`src/rtl/approx_mul_rr_scheduler.sv`:
```
// approx_mul_rr_scheduler: round-robin sharing of one 8x8 approximate/exact multiplier across N requesters
module approx_mul_rr_scheduler #(
    parameter int N    = 4,
    parameter int IDW  = $clog2(N),
    parameter int CNTW = 16
) (
    input  logic              clk,
    input  logic              rst_n,
    input  logic [N-1:0]      req_valid,
    output logic [N-1:0]      req_ready,
    input  logic [8*N-1:0]    req_x,
    input  logic [8*N-1:0]    req_y,
    input  logic [N-1:0]      req_exact,
    output logic              resp_valid,
    input  logic              resp_ready,
    output logic [15:0]       resp_z,
    output logic [IDW-1:0]    resp_id,
    output logic              resp_exact,
    output logic              busy,
    output logic [CNTW-1:0]   op_count
);
    logic [IDW-1:0]  ptr_q, ptr_d;
    logic            s1_v_q, s1_e_q;
    logic [7:0]      s1_x_q, s1_y_q;
    logic [IDW-1:0]  s1_id_q;
    logic            rv_q, re_q;
    logic [15:0]     rz_q;
    logic [IDW-1:0]  rid_q;
    logic [CNTW-1:0] cnt_q, cnt_d;
    logic            adv, found, xfer;
    logic [IDW-1:0]  gnt;
    logic [IDW:0]    cand;
    logic [7:0]      p1, p2, p3, p4;
    logic [15:0]     prod;

    assign adv  = !(rv_q && !resp_ready);
    assign xfer = found && adv && rst_n;

    // Rotating-priority search: first valid requester at or after the pointer
    always_comb begin
        found = 1'b0;
        gnt   = '0;
        cand  = '0;
        for (int k = 0; k < N; k++) begin
            cand = {1'b0, ptr_q} + (IDW+1)'(k);
            if (cand >= (IDW+1)'(N)) cand = cand - (IDW+1)'(N);
            if (!found && req_valid[cand[IDW-1:0]]) begin
                found = 1'b1;
                gnt   = cand[IDW-1:0];
            end
        end
        req_ready = xfer ? ({{(N-1){1'b0}}, 1'b1} << gnt) : '0;
        ptr_d     = !xfer ? ptr_q : (gnt == IDW'(N-1)) ? '0 : gnt + 1'b1;
    end

    // Product from stage-1 operands; low-part approximation keeps only the listed carry-ish bits
    always_comb begin
        p1   = s1_y_q & {8{s1_x_q[0]}};
        p2   = s1_y_q & {8{s1_x_q[1]}};
        p3   = s1_y_q & {8{s1_x_q[2]}};
        p4   = s1_y_q & {8{s1_x_q[3]}};
        prod = s1_e_q ? {8'b0, s1_y_q} * {8'b0, s1_x_q}
             : (({8'b0, s1_y_q} * {12'b0, s1_x_q[7:4]}) << 4)
             + {5'b0, p4[7], p3[6] & p4[5], p2[7], p1[6] | p2[5], 7'b0}
             + {6'b0, p3[7] & p4[6], p3[6] ^ p4[5], p1[7] | p2[6], 7'b0}
             + {6'b0, p3[7] | p4[6], p3[5] | p4[4], 8'b0};
        cnt_d = cnt_q + CNTW'(rv_q && resp_ready && !(&cnt_q));
    end

    // Round-robin pointer advances past the requester just served
    always_ff @(posedge clk or negedge rst_n) begin
        if (!rst_n) ptr_q <= '0;
        else        ptr_q <= ptr_d;
    end

    // Operand stage captures the granted request; a bubble is recorded when nothing transfers
    always_ff @(posedge clk or negedge rst_n) begin
        if (!rst_n) begin
            s1_v_q  <= 1'b0;
            s1_x_q  <= '0;
            s1_y_q  <= '0;
            s1_e_q  <= 1'b0;
            s1_id_q <= '0;
        end else if (adv) begin
            s1_v_q  <= xfer;
            s1_x_q  <= req_x[8*gnt +: 8];
            s1_y_q  <= req_y[8*gnt +: 8];
            s1_e_q  <= req_exact[gnt];
            s1_id_q <= gnt;
        end
    end

    // Product stage doubles as the response register and freezes while the consumer stalls
    always_ff @(posedge clk or negedge rst_n) begin
        if (!rst_n) begin
            rv_q  <= 1'b0;
            rz_q  <= '0;
            rid_q <= '0;
            re_q  <= 1'b0;
        end else if (adv) begin
            rv_q  <= s1_v_q;
            rz_q  <= prod;
            rid_q <= s1_id_q;
            re_q  <= s1_e_q;
        end
    end

    // Saturating count of accepted responses
    always_ff @(posedge clk or negedge rst_n) begin
        if (!rst_n) cnt_q <= '0;
        else        cnt_q <= cnt_d;
    end

    assign resp_valid = rv_q;
    assign resp_z     = rz_q;
    assign resp_id    = rid_q;
    assign resp_exact = re_q;
    assign busy       = s1_v_q | rv_q;
    assign op_count   = cnt_q;
endmodule

```
`config.mk`:
```
export PLATFORM = sky130hd
export DESIGN_NAME = approx_mul_rr_scheduler
export DESIGN_NICKNAME = d
export VERILOG_FILES = /design/src/rtl/approx_mul_rr_scheduler.sv
export SDC_FILE = /design/constraint.sdc
export NUM_CORES = 1
export LEC_CHECK = 0
export CAP_MARGIN = 20
export CORE_MARGIN = 3
export CORE_UTILIZATION = 23
export DETAILED_ROUTE_END_ITERATION = 8
export GPL_ROUTABILITY_DRIVEN = 0
export HOLD_SLACK_MARGIN = 0.03
export SYNTH_ARGS = -nofsm -noshare
export SYNTH_HDL_FRONTEND = slang
export SYNTH_SLANG_ARGS = --single-unit
```
`constraint.sdc`:
```
create_clock -name clk -period 16 [get_ports clk]
set_input_delay 2.4 -clock clk [delete_from_list [all_inputs] [get_ports clk]]
set_output_delay 2.4 -clock clk [all_outputs]
set_load 0.005 [all_outputs]
```
==> impl_metrics.py <==
metrics = {
    "min_path": {
        "worstHoldStart": "resp_z[3]",
        "min_delay_path_depth": 2,
        "min_to": "resp_z[3]",
        "hold_path_class": "reg -> reg",
    },
    "die": {
        "rows": 58,
        "die_y_um": 169,
        "fp.coreArea_um2": 25600,
        "die-width_um": 169,
        "dieArea_um2": 28500,
        "initial_core_util_pct": 23.8,
        "ioPinCount": 116,
    },
    "timing": {
        "final.setup.tns_ns": 0,
        "setup_viol": 0,
        "final_hold_viol_count": 0,
        "worstMarginPinSlew_ns": 0.799,
        "timing.final.crit_period_ns": 7.12,
        "timing.final.crit_share_pct": 44.5,
        "fin_ws_ns": 8.88,
        "finClkSkew_ns": 0.00430,
        "slew_headroom_pct": 46.7,
        "max_freq_mhz": 141,
        "rsz0062_at_grt": "false",
        "finalMaxSlewViolations": 0,
    },
    "clock_tree": {
        "ctsHtreeMaxLevel": 3,
        "clkLatencyLatePin_ns": 0.33,
        "clk_pin_slew_worst_paths_ns": 0.05,
        "holdBufCountCts": 0,
        "root_buffer": "clkbuf_16",
        "post-cts-setup-buffers": 0,
        "ctsResizeCount": 0,
        "tritoncts": "done",
        "clock-sinks": 58,
        "cts_made_buffers": 9,
        "clockBufferDepth": 2,
    },
    "critical_path": {
        "r2r-start": "s1_y_q[0]",
        "cp-start-kind": "input port",
        "r2r_slack_ns": 9.90,
        "rr_endpoint": "resp_z[15]",
        "r2r_cells": 25,
        "cp_max_fo": 37,
        "cp-end-kind": "output port",
        "critPathArrivalTime_ns": 4.72,
        "critical_path_class": "in -> out",
        "cp.required_ns": 13.60,
    },
    "cells_and_area": {
        "instances_no_fill": 1197,
        "area_growth_pct": 30.0,
        "drive_gt1_share_pct": 3.69,
        "diodes": 0,
        "nNetsFinal": 1045,
        "postLayoutCellArea_um2": 7930,
    },
    "global_routing": {
        "grt_pass1_vias": 5177,
        "antenna_found_initial": 0,
        "grt_start_max_net_pins": 60,
        "gr-total-overflow": 0,
        "grt_pass1_wl_mm": 26.4,
        "grt.total_usage_pct": 11.3,
    },
    "drt": {
        "antenna_left": 0,
        "routedWlPerCell_um": 13.5,
        "drt-total-wl_mm": 16.1,
        "num_vias": 5273,
        "drc": 0,
        "viasPerCell": 4.41,
        "firstDrtPassIters": 4,
        "drt_iter0_drc": 318,
    },
    "job": {
        "max_cap_violations": 0,
    },
    "yosys": {
        "yosys_warnings": 0,
        "syn_area_per_cell_um2": 8.03,
        "synth_area_leader_cell": "dfrtp_1",
        "synth-seq-area-share_pct": 23.8,
        "synth_edf_count": 0,
        "ys_types": 51,
        "synth_area_leaders": "dfrtp_1, fa_1, ha_1",
        "ys_ff_latch": 58,
        "synthCells": 760,
        "synth_nets": 943,
        "synth_area_um2": 6100,
        "synth_flop_cell": "dfrtp_1",
        "synth_top_area_share_pct": 23.8,
        "synth_async_sr_flop_share_pct": 100,
    },
    "placement": {
        "place_area_um2": 7600,
        "io_buffers": 115,
        "place_ws_ns": 8.88,
        "dpl.hpwl_mm": 12.6,
        "dp_cells": 1181,
    },
    "run_status": {
        "outcome": "completed",
    },
}
-- sequential cells by signal (all words and copies together) (netlist names), 2 cells and up --
signal,count
op_count,16
ptr_q,2
resp_id,2
resp_z,16
s1_id_q,2
s1_x_q,8
s1_y_q,8
-- critical path, cell delays in order --
cell and delay, ns:
clkdlybuf4s50_1 0.50, inv_1 0.06, nor2_1 0.13, nor2_1 0.06, o22a_1 0.20, inv_2 0.47
ha_1 0.25, and2_1 0.13, clkdlybuf4s50_1 0.51
-- per-stage QoR --
step / utilization [%] / hold WS, ns
final: 31.0 / 0.464
after detailed placement: 29.7 / 0.459
after floorplan: - / 0.446
after global routing: 31.0 / 0.511
after CTS: 31.0 / 0.473
after global placement: 29.7 / 0.458
-- cells in the mapped netlist, drive strengths merged (2+ instances only) --
master and count:
nand2 165, inv 95, ha 59, dfrtp 58
o21ai 53, fa 49, and2 44, nor2 44
nand3 30, a21oi 29, clkbuf 25, xnor2 22
xor2 9, nor3 8, nor2b 7, a21o 6
o21a 6, a211oi 5, buf 5, nand4 5
and3 4, mux2i 3, nand2b 3, o31a 3
mux2 2, nand4b 2, o211ai 2, o22ai 2
-- cell usage in the layout (no fill, tap or decap), types with 3 or more instances in the layout --
| cell type | instances |
|---|---|
| nand2b_1 | 3 |
| a21oi_1 | 28 |
| clkdlybuf4s50_1 | 114 |
| fa_1 | 49 |
| o21ai_0 | 16 |
| nor2_1 | 44 |
| nand3_1 | 30 |
| and2_1 | 44 |
| xor2_1 | 9 |
| o21ai_1 | 36 |
| and3_1 | 4 |
| xnor2_1 | 22 |
| ha_1 | 59 |
| nor3_1 | 8 |
| nand4_1 | 5 |
| o21a_1 | 6 |
| nand2_1 | 165 |
| a211oi_1 | 4 |
| a21o_1 | 6 |
| mux2i_1 | 3 |
| clkbuf_16 | 9 |
| dfrtp_1 | 58 |
| buf_4 | 6 |
| nor2b_1 | 5 |
| inv_1 | 94 |
-- kinds of logic after synthesis --
| logic type | Yosys count | synth area share [%] |
|---|---|---|
| and+or+nand+nor | 317 | 23.4 |
| buffers and inverters | 126 | 7.81 |
| AOI/OAI and AO/OA | 115 | 11.4 |
| adders and majority gates | 108 | 28.2 |
| DFF | 58 | 23.8 |
| xor gates and xnor gates | 31 | 4.45 |
| muxes | 5 | 0.923 |
-- layer usage --
layer  vias to the layer above  global-route usage (%)  share of wire, %
met5                         -                       0                 0
met4                         0                    2.28               1.0
met3                        17                    3.04               5.1
met2                        91                    18.4                48
met1                      2528                    15.2                46
li1                       2637                       -                 -
-- final cells by class --
class / instances / area [um2]
clock inverters: 4 / 73.8
fillers: 2678 / 17700
inverters: 96 / 360
well taps: 330 / 413
clock buffers: 12 / 256
repair buffers: 121 / 1190
flip-flops and latches: 58 / 1450
multi-input cells: 576 / 4180
-- how the worst max path moves through the flow --
stage / from / to / slack, ns
after global routing: req_valid[0] / req_ready[0] / 8.69
after global placement: req_valid[1] / req_ready[0] / 8.91
after CTS: req_valid[0] / req_ready[0] / 8.87
after floorplan: req_valid[0] / req_ready[0] / 9.84
after detailed placement: req_valid[0] / req_ready[0] / 8.88
final: req_valid[0] / req_ready[0] / 8.88
Power is not shown: default switching activity piles up to over one toggle a cycle in this logic, so the estimate is an artifact.
